[src/rtl/unum4_pkg.sv]
// Shared constants and helpers for the unum4 datapath: reserved exponents,
// special-word construction and exponent/fraction width derivation.
package unum4_pkg;

  localparam int U4_DATA_W    = 32;
  localparam int U4_MAN_MAX_W = 29;
  localparam int U4_EXP_SZ_W  = 4;
  localparam int U4_EXP_MAX_W = 16;
  localparam int U4_FRAC_W    = U4_MAN_MAX_W - 2;
  localparam int U4_EW_W      = $clog2(U4_EXP_MAX_W + 1);
  localparam int U4_K_BASE    = U4_DATA_W - U4_EXP_SZ_W - 1;
  localparam int U4_TAIL_W    = U4_DATA_W - U4_EXP_SZ_W - U4_EXP_MAX_W - 1;

  localparam logic [U4_EXP_MAX_W-1:0] EXP_ZERO   = {1'b1, {(U4_EXP_MAX_W-1){1'b0}}};
  localparam logic [U4_EXP_MAX_W-1:0] EXP_NAR    = {1'b1, {(U4_EXP_MAX_W-2){1'b0}}, 1'b1};
  localparam logic [U4_EXP_MAX_W-1:0] EXP_MIN    = {1'b1, {(U4_EXP_MAX_W-3){1'b0}}, 2'b10};
  localparam logic [U4_EXP_MAX_W-1:0] EXP_MAXPOS = {1'b0, {(U4_EXP_MAX_W-1){1'b1}}};

  typedef enum logic [1:0] {
    SPC_ZERO,
    SPC_NAR,
    SPC_SAT
  } spc_e;

  // Reserved and saturation words all use es = all ones (ew = EXP_MAX_W).
  function automatic logic [U4_DATA_W-1:0] special_word(input spc_e kind, input logic sign);
    case (kind)
      SPC_NAR: return {{U4_EXP_SZ_W{1'b1}}, EXP_NAR, 1'b1, {U4_TAIL_W{1'b0}}};
      SPC_SAT: return sign ? {{U4_EXP_SZ_W{1'b1}}, EXP_MAXPOS, 1'b1, {U4_TAIL_W{1'b0}}}
                           : {{U4_EXP_SZ_W{1'b1}}, EXP_MAXPOS, 1'b0, {U4_TAIL_W{1'b1}}};
      default: return {{U4_EXP_SZ_W{1'b1}}, EXP_ZERO, 1'b0, {U4_TAIL_W{1'b0}}};
    endcase
  endfunction

  function automatic logic [U4_EW_W-1:0] ew_from_rsb(input logic [U4_EW_W-1:0] rsb);
    return U4_EW_W'(U4_EXP_MAX_W) - rsb;
  endfunction

  function automatic logic [U4_EW_W-1:0] k_from_ew(input logic [U4_EW_W-1:0] ew);
    return U4_EW_W'(U4_K_BASE) - ew;
  endfunction

endpackage

[src/rtl/unum4_rsb.sv]
// Combinational redundant-sign-bit counter; returns the minimum
// two's-complement width (ew) of a signed exponent.
module unum4_rsb
  import unum4_pkg::*;
(
  input  logic [U4_EXP_MAX_W-1:0] i_exp,
  output logic [U4_EW_W-1:0]      o_ew
);

  logic [U4_EW_W-1:0] w_rsb;
  logic               w_run;

  always_comb begin
    // NOTE: every variable written here gets a default first, so no latch is inferred.
    w_rsb = '0;
    w_run = 1'b1;
    for (int i = U4_EXP_MAX_W - 2; i >= 0; i--) begin
      if (w_run && (i_exp[i] == i_exp[U4_EXP_MAX_W-1])) w_rsb = w_rsb + U4_EW_W'(1);
      else                                              w_run = 1'b0;
    end
  end

  assign o_ew = ew_from_rsb(w_rsb);

endmodule

[src/rtl/unum4_pack.sv]
// Three-stage unum4 result packer (register, round/normalize, assemble).
// Define UNUM4_PACK_SAT_EN to saturate on overflow instead of emitting NaR.
module unum4_pack
  import unum4_pkg::*;
#(
  parameter int DATA_W    = U4_DATA_W,
  parameter int MAN_MAX_W = U4_MAN_MAX_W,
  parameter int EXP_SZ_W  = U4_EXP_SZ_W,
  parameter int EXP_MAX_W = U4_EXP_MAX_W
) (
  input  logic                 clk,
  input  logic                 rst,
  input  logic                 start,
  input  logic [MAN_MAX_W-1:0] m_i,
  input  logic [EXP_MAX_W-1:0] e_i,
  input  logic                 over_i,
  input  logic                 under_i,
  output logic [DATA_W-1:0]    data_o,
  output logic                 done,
  output logic                 over_o
);

  localparam int FRAC_W = MAN_MAX_W - 2;
  localparam int MX_W   = MAN_MAX_W + 1;
  localparam int TAIL_W = DATA_W - EXP_SZ_W;

`ifdef UNUM4_PACK_SAT_EN
  localparam spc_e OVF_KIND = SPC_SAT;
`else
  localparam spc_e OVF_KIND = SPC_NAR;
`endif

  logic                 r_s1_valid, r_s1_over, r_s1_under;
  logic [MAN_MAX_W-1:0] r_s1_man;
  logic [EXP_MAX_W-1:0] r_s1_exp;

  logic                 r_s2_valid, r_s2_over, r_s2_zero, r_s2_ovf, r_s2_unf, r_s2_sign;
  logic [EXP_MAX_W-1:0] r_s2_exp;
  logic [FRAC_W-1:0]    r_s2_frac;

  // ---------------------------------------------------------------- valid chain
  // NOTE: sequential state uses non-blocking assignments so every flop samples pre-edge values.
  always_ff @(posedge clk or posedge rst) begin
    if (rst) begin
      r_s1_valid <= 1'b0;
      r_s2_valid <= 1'b0;
    end else begin
      r_s1_valid <= start;
      r_s2_valid <= r_s1_valid;
    end
  end

  // ---------------------------------------------------------------- S2: round and carry-normalize
  logic [U4_EW_W-1:0]   w_ew_pre, w_k, w_drop;
  logic [MX_W-1:0]      w_mx, w_ulp, w_low_mask, w_sum, w_rnd;
  logic                 w_guard, w_sticky, w_lsb, w_rnd_up;
  logic                 w_carry_pos, w_carry_neg, w_zero;
  logic [EXP_MAX_W-1:0] w_exp_fin;
  logic [FRAC_W-1:0]    w_frac;

  unum4_rsb u_rsb_pre (
    .i_exp (r_s1_exp),
    .o_ew  (w_ew_pre)
  );

  assign w_k    = k_from_ew(w_ew_pre);
  assign w_drop = U4_EW_W'(FRAC_W) - w_k;

  // Rounding adds one kept-LSB weight to the two's-complement value itself.
  assign w_mx       = {r_s1_man[MAN_MAX_W-1], r_s1_man};
  assign w_ulp      = MX_W'(1) << w_drop;
  assign w_low_mask = w_ulp - MX_W'(1);
  assign w_guard    = |(w_mx & (w_ulp >> 1));
  assign w_sticky   = |(w_mx & (w_low_mask >> 1));
  assign w_lsb      = |(w_mx & w_ulp);
  assign w_rnd_up   = w_guard & (w_sticky | w_lsb);
  assign w_sum      = w_mx + (w_rnd_up ? w_ulp : '0);
  assign w_rnd      = w_sum & ~w_low_mask;

  assign w_carry_pos = (w_rnd[MX_W-1:MX_W-3] == 3'b010);
  assign w_carry_neg = (w_rnd[MX_W-1:MX_W-3] == 3'b111);

  assign w_exp_fin = w_carry_pos ? r_s1_exp + EXP_MAX_W'(1) :
                     w_carry_neg ? r_s1_exp - EXP_MAX_W'(1) : r_s1_exp;
  assign w_frac    = (w_carry_pos | w_carry_neg) ? '0 : w_rnd[FRAC_W-1:0];
  assign w_zero    = r_s1_under | (r_s1_man == '0) | ($signed(r_s1_exp) <= $signed(EXP_NAR));

  // NOTE: datapath registers carry no reset; the valid bits alone decide whether they matter.
  always_ff @(posedge clk) begin
    if (start) begin
      r_s1_man   <= m_i;
      r_s1_exp   <= e_i;
      r_s1_over  <= over_i;
      r_s1_under <= under_i;
    end
    if (r_s1_valid) begin
      r_s2_over <= r_s1_over;
      r_s2_zero <= w_zero;
      r_s2_ovf  <= w_carry_pos & (r_s1_exp == EXP_MAXPOS);
      r_s2_unf  <= w_carry_neg & (r_s1_exp == EXP_MIN);
      r_s2_sign <= r_s1_man[MAN_MAX_W-1];
      r_s2_exp  <= w_exp_fin;
      r_s2_frac <= w_frac;
    end
  end

  // ---------------------------------------------------------------- S3: assemble and override
  logic [U4_EW_W-1:0]  w_ew_post;
  logic [EXP_SZ_W-1:0] w_es;
  logic [TAIL_W-1:0]   w_tail;
  logic [DATA_W-1:0]   w_norm, w_ovf_word, w_zero_word, w_word;
  logic                w_ovf;

  unum4_rsb u_rsb_post (
    .i_exp (r_s2_exp),
    .o_ew  (w_ew_post)
  );

  // Shifting right by ew leaves {exp[ew-1:0], sign, top k fraction bits} in the tail.
  assign w_es        = EXP_SZ_W'(w_ew_post - U4_EW_W'(1));
  assign w_tail      = TAIL_W'({r_s2_exp, r_s2_sign, r_s2_frac} >> w_ew_post);
  assign w_norm      = {w_es, w_tail};
  assign w_ovf_word  = special_word(OVF_KIND, r_s2_sign);
  assign w_zero_word = special_word(SPC_ZERO, 1'b0);

  always_comb begin
    w_word = w_norm;
    w_ovf  = 1'b0;
    if (r_s2_over) begin
      w_word = w_ovf_word;
      w_ovf  = 1'b1;
    end else if (r_s2_zero) begin
      w_word = w_zero_word;
    end else if (r_s2_ovf) begin
      w_word = w_ovf_word;
      w_ovf  = 1'b1;
    end else if (r_s2_unf) begin
      w_word = w_zero_word;
    end
  end

  always_ff @(posedge clk or posedge rst) begin
    if (rst) begin
      done   <= 1'b0;
      data_o <= '0;
      over_o <= 1'b0;
    end else begin
      done <= r_s2_valid;
      if (r_s2_valid) begin
        data_o <= w_word;
        over_o <= w_ovf;
      end
    end
  end

endmodule
[config.mk]
export PLATFORM = sky130hd
export DESIGN_NAME = unum4_pack
export DESIGN_NICKNAME = d
export VERILOG_FILES = /design/src/rtl/unum4_pkg.sv /design/src/rtl/unum4_rsb.sv /design/src/rtl/unum4_pack.sv
export SDC_FILE = /design/constraint.sdc
export NUM_CORES = 1
export LEC_CHECK = 0
export ABC_AREA = 1
export BUFFER_PORTS_ARGS = -buffer_cell sky130_fd_sc_hd__buf_2
export CAP_MARGIN = 20
export CORE_MARGIN = 2
export CORE_UTILIZATION = 45
export CTS_CLUSTER_DIAMETER = 200
export DETAILED_ROUTE_END_ITERATION = 7
export PLACE_DENSITY = 0.63
export SYNTH_ARGS = -nofsm -noshare
export SYNTH_HDL_FRONTEND = slang
export SYNTH_HIERARCHICAL = 1
export SYNTH_SLANG_ARGS = --single-unit
export TNS_END_PERCENT = 20
[constraint.sdc]
create_clock -name clk -period 13.95 [get_ports clk]
set_input_delay 1.395 -clock clk [delete_from_list [all_inputs] [get_ports clk]]
set_output_delay 1.395 -clock clk [all_outputs]
set_load 0.05 [all_outputs]
Yosys cells after proc, flatten, opt, wreduce, memory -nomap -nowiden
Cells that the tools add are included.
{ "word_totals": {"register_bits": 131, "in_bits": 50, "memories": 0, "word_cells": 202, "latchBits": 0, "output_inout_bits": 34, "ramBits": 0, "mem_bits_ro": 0} }
{ "classes": {"n_bitwise": 12, "order_cmp": 1, "add_sub_neg": 37, "n_eq_ne": 34, "reduce_logical": 32, "muxes": 68, "shifts": 2, "n_div": 0, "multipliers": 0} }
{ "op_table": {"columns": ["operator", "count"], "rows": [
  ["$add A5 B1 Y5 const B", 28],
  ["$mux W5", 28],
  ["$mux W32", 4],
  ["$reduce_or A30 Y1", 3],
  ["$and A30 B29 Y30", 2],
  ["$and A30 B30 Y30", 2],
  ["$shr A44 B5 Y28", 1],
  ["$mux W1", 33],
  ["$mux W16", 2],
  ["$add A30 B30 Y30", 1],
  ["$eq A1 B1 Y1", 30],
  ["$mux W30", 1],
  ["$not A30 Y30", 1],
  ["$shl A1 B5 Y30 const A", 1],
  ["$sub A30 B1 Y30 const B", 1],
  ["$logic_not A29 Y1", 1],
  ["$logic_and A1 B1 Y1", 28],
  ["$sub A5 B5 Y5 const A", 4],
  ["$add A16 B1 Y16 const B", 1],
  ["$eq A16 B15 Y1 const B", 1],
  ["$eq A16 B16 Y1 const B", 1],
  ["$le A16 B16 Y1 const B", 1],
  ["$sub A16 B1 Y16 const B", 1],
  ["$or A1 B1 Y1", 4],
  ["other kinds (4)", 6]
]} }

Longest topological paths before layout
{ "depth": {"ltp_word": 45, "mapped_depth": 85, "mapped_depth_nobuf": 80} }

Hierarchy
Netlist, hierarchy kept.
{ "modules_own_cells": {"columns": ["module", "area_each_um2", "seq_area_each_um2", "instances", "cells_each"], "rows": [
  ["unum4_pack", 10632.7, 3753.6, 1, 1532],
  ["unum4_rsb at u_rsb_pre", 1589.0, 0.0, 1, 287],
  ["unum4_rsb at u_rsb_post", 1546.5, 0.0, 1, 272]
]} }

Least setup slack after synthesis
Ideal clock, no wire load.
{ "synth_timing": {"path_type": "register to register", "start": "register r_s1_exp[15]", "end": "register r_s2_exp[12] (data pin)", "arrival_time_ps": 9737, "t_required_ps": 13698, "setup_time_ps": 252, "setup_slack_ps": 3961, "path_buffers": 6, "path_stages_with_launch": 79, "period_less_slack_ps": 9989, "cell_sequence": "edfxtp_1 > buf_6 > nand3_4 > nand2_4 > o21ai_0 > inv_1 > ha_1 > nand4_1 > nand2_1 > ha_1 > inv_1 > nand2_1 > nand2_1 > inv_1 > ha_1 > inv_1 > nor2_1 > nand2_1 > (+43 left out) > nor2_1 > ha_1 > nand2_1 > nor2_1 > nor3b_1 > nand2_1 > nand3_1 > nand2_1 > nand3b_1 > nand3_1 > inv_2 > nand2_2 > buf_6 > buf_6 > nand2_1 > nand2_1 > nand2_1 > nand2_1"} }
{ "synth_between": {"elab_chain_cells": 45, "elab_cells_between_ends": 93, "classes_between": "add/sub (19); eq/ne (17); shift (1); mux (32); bitwise (7); reduce/logical (17)"} }
{ "synth_lines": {"columns": ["item", "line_no", "source"], "rows": [
  ["from (decl)", "unum4_pack.sv:35", "logic [EXP_MAX_W-1:0] r_s1_exp;"],
  ["from (signal assigned)", "unum4_pack.sv:92", "r_s1_exp <= e_i;"],
  ["$eq A1 B1 Y1", "unum4_rsb.sv:18", "if (w_run && (i_exp[i] == i_exp[U4_EXP_MAX_W-1])) w_rsb = w_rsb + U4_EW_W'(1);"],
  ["$mux W1", "unum4_rsb.sv:18", null],
  ["$add A5 B1 Y5 / $logic_and A1 B1 Y1 (equally long branches)", "unum4_rsb.sv:18", null],
  ["$mux W5 / $mux W1 (equally long branches)", "unum4_rsb.sv:18", null],
  ["$add A5 B1 Y5 / $logic_and A1 B1 Y1 (equally long branches)", "unum4_rsb.sv:18", null],
  ["$mux W5 / $mux W1 (equally long branches)", "unum4_rsb.sv:18", null],
  ["$add A5 B1 Y5 / $logic_and A1 B1 Y1 (equally long branches)", "unum4_rsb.sv:18", null],
  ["$mux W5 / $mux W1 (equally long branches)", "unum4_rsb.sv:18", null],
  ["(+25 left out)", null, null],
  ["named net w_drop[4]", "unum4_pack.sv:54", "logic [U4_EW_W-1:0] w_ew_pre, w_k, w_drop;"],
  ["(+5 left out)", null, null],
  ["$and A1 B1 Y1", "unum4_pack.sv:76", "assign w_rnd_up = w_guard & (w_sticky | w_lsb);"],
  ["$mux W30", "unum4_pack.sv:77", "assign w_sum = w_mx + (w_rnd_up ? w_ulp : '0);"],
  ["$add A30 B30 Y30", "unum4_pack.sv:77", null],
  ["$and A30 B30 Y30 (*)", "unum4_pack.sv:78", "assign w_rnd = w_sum & ~w_low_mask;"],
  ["$eq A3 B3 Y1", "unum4_pack.sv:81", "assign w_carry_neg = (w_rnd[MX_W-1:MX_W-3] == 3'b111);"],
  ["$mux W16", "unum4_pack.sv:84", "w_carry_neg ? r_s1_exp - EXP_MAX_W'(1) : r_s1_exp;"],
  ["$mux W16 (*)", "unum4_pack.sv:83", "assign w_exp_fin = w_carry_pos ? r_s1_exp + EXP_MAX_W'(1) :"],
  ["named net w_exp_fin[12]", "unum4_pack.sv:58", "logic [EXP_MAX_W-1:0] w_exp_fin;"],
  ["to (signal assigned)", "unum4_pack.sv:102", "r_s2_exp <= w_exp_fin;"],
  ["to (decl)", "unum4_pack.sv:38", "logic [EXP_MAX_W-1:0] r_s2_exp;"]
]} }
Mark *: on every way through the listed nets, which the timed path passes. The rest lies on a longest branch.
A chain may end at the register's enable or synchronous reset.

Final worst setup path
{ "layout_timing": {"start": "register r_s1_exp[15]", "end": "register r_s2_exp[10] (data pin)"} }
The elaborated chain is that of the path after synthesis.

==> metrics.yaml <==
outcome: "finished clean"
total_power_mw: 2.70
fillCellCount: 3196
synth_cell_types: 62
drive_gt1_share_pct: 12.7
worst_hold_slack_ps: 449
worstMarginPinSlew_ps: 1020
drc: 0
setup-violations-final: 0
dr_total_vias: 13624
skew_ps: 14.6
die_area_um2: 32000
clock_sinks: 131
firstDrtPassIters: 5
grt_max_degree: 50
hold_path.class: "reg -> reg"
p_leak_nw: 7.41
core_area_um2: 30300
synth-edff-count: 95
core.rowCount: 64
gp_congestion: 0.938
io_pins: 84
slew_headroom_pct: 32.0
syn_area_um2: 13800
slew_violations: 0
cts_max_path_buffers: 2
critical_path_class: "reg -> reg"
grt_pass1_vias: 12518
globalRouteOverflowTotal: 0
syn_inst: 2091
fp.dieH_um: 179
nNetsFinal: 2245
synth_common_cells: "nand2_1, inv_1, nor2_1, nand3_1, o21ai_0"
synth_seq_cells: 131
antenna_found_initial: 0
seq_area_um2: 3750
area_delta_synth_final_pct: 9.33
drtIter0Drc: 1110
antenna_cells: 0
grt_pass1_wl_mm: 63.2
crit_path_top_delay_cell: "edfxtp_1"
rsz0062_at_grt: "true"
cts_hold_buf: 0
ys_warn_count: 6
period_share_pct: 91.5
cap_violations: 0
yosysSeqAreaShare_pct: 27.3
crit_required_ps: 14250
crit_top_cell: "nand2_1"
slowest_delay_ps: 690
max_freq_ghz: 0.0783
start_kind: "flop"
tns_ps: 0
cts-root-buf: "clkbuf_16"
peakVddDrop_mv: 0.100
hpwl_mm: 31.7
start_util_pct: 45.4
ys.flop_type: "edfxtp_1"
drtAntennaViolNets: 0
io_buffers: 83
clk_pin_slew_ps: 60
clkLatencyLatePin_ps: 450
synth_area_leaders: "edfxtp_1, nand2_1, dfrtp_1, nand3_1, inv_1"
synth.most_common_cell: "nand2_1"
synth.avg_cell_area_um2: 6.58
vias_per_cell: 5.36
die_w_um: 179
numCtsBuffers: 17
tritoncts: "built"
power.density_nw_per_um2: 180
multi_input_area_um2: 8750
finalHoldViolCount: 0
drt-total-wl_mm: 39.5
htreeDepth: 4
synth_top_area_share_pct: 20.7
crit_arrival_ps: 13070
grtUsageTotal_pct: 25.2
cp_max_fo: 28
critical_path.endpoint_type: "flop"
fin_crit_ps: 12770
synth_area_leader_cell: "edfxtp_1"
wl_per_cell_um: 15.5
synth_fp_nets: 2203
async_flop_share_pct: 27.5
-- path summary, 6_finish.rpt --
| check | startpoint | to | slack (ps) | cells past startpoint |
|---|---|---|---|---|
| worst min register to register | r_s1_over$_DFFE_PP_ | r_s2_over$_DFFE_PP_ | 450 | 0 |
| max in group asynchronous | rst | r_s1_valid$_DFF_PP0_ | 12580 | 3 |
| worst max register to register | r_s1_exp[15]$_DFFE_PP_ | r_s2_exp[10]$_DFFE_PP_ | 1180 | 71 |
| worst min-delay path | r_s1_over$_DFFE_PP_ | r_s2_over$_DFFE_PP_ | 450 | 0 |
| min in group asynchronous | rst | data_o[29]$_DFFE_PP0P_ | 1040 | 3 |
| worst max-delay path | r_s1_exp[15]$_DFFE_PP_ | r_s2_exp[10]$_DFFE_PP_ | 1180 | 71 |
-- flip-flops by register name, indices dropped and copies added (netlist names) --
name / cells
r_s2_unf: 1
r_s2_exp: 16
data_o: 32
r_s2_over: 1
r_s1_under: 1
r_s1_man: 29
over_o: 1
done: 1
r_s2_ovf: 1
r_s1_valid: 1
r_s2_zero: 1
r_s2_sign: 1
r_s1_over: 1
r_s2_frac: 27
r_s1_exp: 16
r_s2_valid: 1
-- placed cells by master, fill, tap and decap left out, drive strengths merged, types with 6 or more instances in the layout --
cell    netlist  layout
nand2       663     663
inv         237     244
nor2        227     227
nand3       208     208
o21ai       148     148
edfxtp       95      95
buf          35      95
ha           61      61
a21oi        54      54
nand4        43      43
xor2         41      41
dfrtp        36      36
nor3         36      36
clkbuf       37      21
xnor2        21      21
or2          19      19
a22o         17      17
a31oi        15      15
o22ai        15      15
nor4         15      15
clkinv        8      10
o211ai        9       9
o21bai        7       7
a22oi         6       6
-- area by class of cell --
class | count | area share [%]
multi-input combinational | 1643 | 58.1
sequential | 131 | 24.9
inverter | 245 | 6.17
timing repair buffer | 95 | 3.57
clock buffer | 21 | 3.35
tap | 396 | 3.29
clock inverter | 11 | 0.549
-- routing by layer --
metal,share of wire [%],up-vias,wire length [um],GRT usage (%)
met4,3.0,0,1190,9.01
met1,48,6183,18900,35.1
met5,0,-,0,0
met3,5.2,66,2040,3.54
li1,-,7021,-,-
met2,44,354,17400,39.7
-- cells by family (layout without fill, tap and decap cells) --
kind of cell | after synthesis | in the layout | synth area share, %
AO/OA/AOI/OAI | 297 | 297 | 12.8
XOR/XNOR | 62 | 62 | 4.05
adder cells (fa/ha/maj) | 62 | 62 | 5.69
buffers and inverters | 317 | 372 | 9.31
flip-flops | 131 | 131 | 27.3
multiplexers | 2 | 2 | 0.145
other | 1 | 1 | 0.0272
AND/OR/NAND/NOR | 1219 | 1219 | 40.7
-- critical path, delay by kind of cell, from the launching register on --
| family | cells | cell delay [ps] |
|---|---|---|
| buf+inv | 12 | 1550 |
| compound gates | 11 | 1960 |
| flops | 1 | 690 |
| fa+ha+maj | 11 | 3110 |
| simple gates | 37 | 5270 |
-- through the flow --
stage,cell area (um2),setup slack [ps],utilization (%),instances
after floorplan,13800,3960,-,2091
after global placement,14400,1250,47.5,2507
after detailed placement,14400,915,47.5,2507
after CTS,15000,884,49.4,2539
after global routing,15100,-74.7,49.6,2542
final,15100,1180,49.6,2542
-- power by group --
part           leakage (nW)  internal, mW  switching [mW]
logic                  5.71         0.488            1.19
clock network         0.287         0.261           0.187
registers              1.42         0.508          0.0715
-- what timing repair did --
action                                  in CTS  in global routing
gates resized for setup                      0                  1
endpoints found under the setup margin       0                 44
setup buffers                                0                  1
No activity file was read; power rests on OpenSTA's default activity.
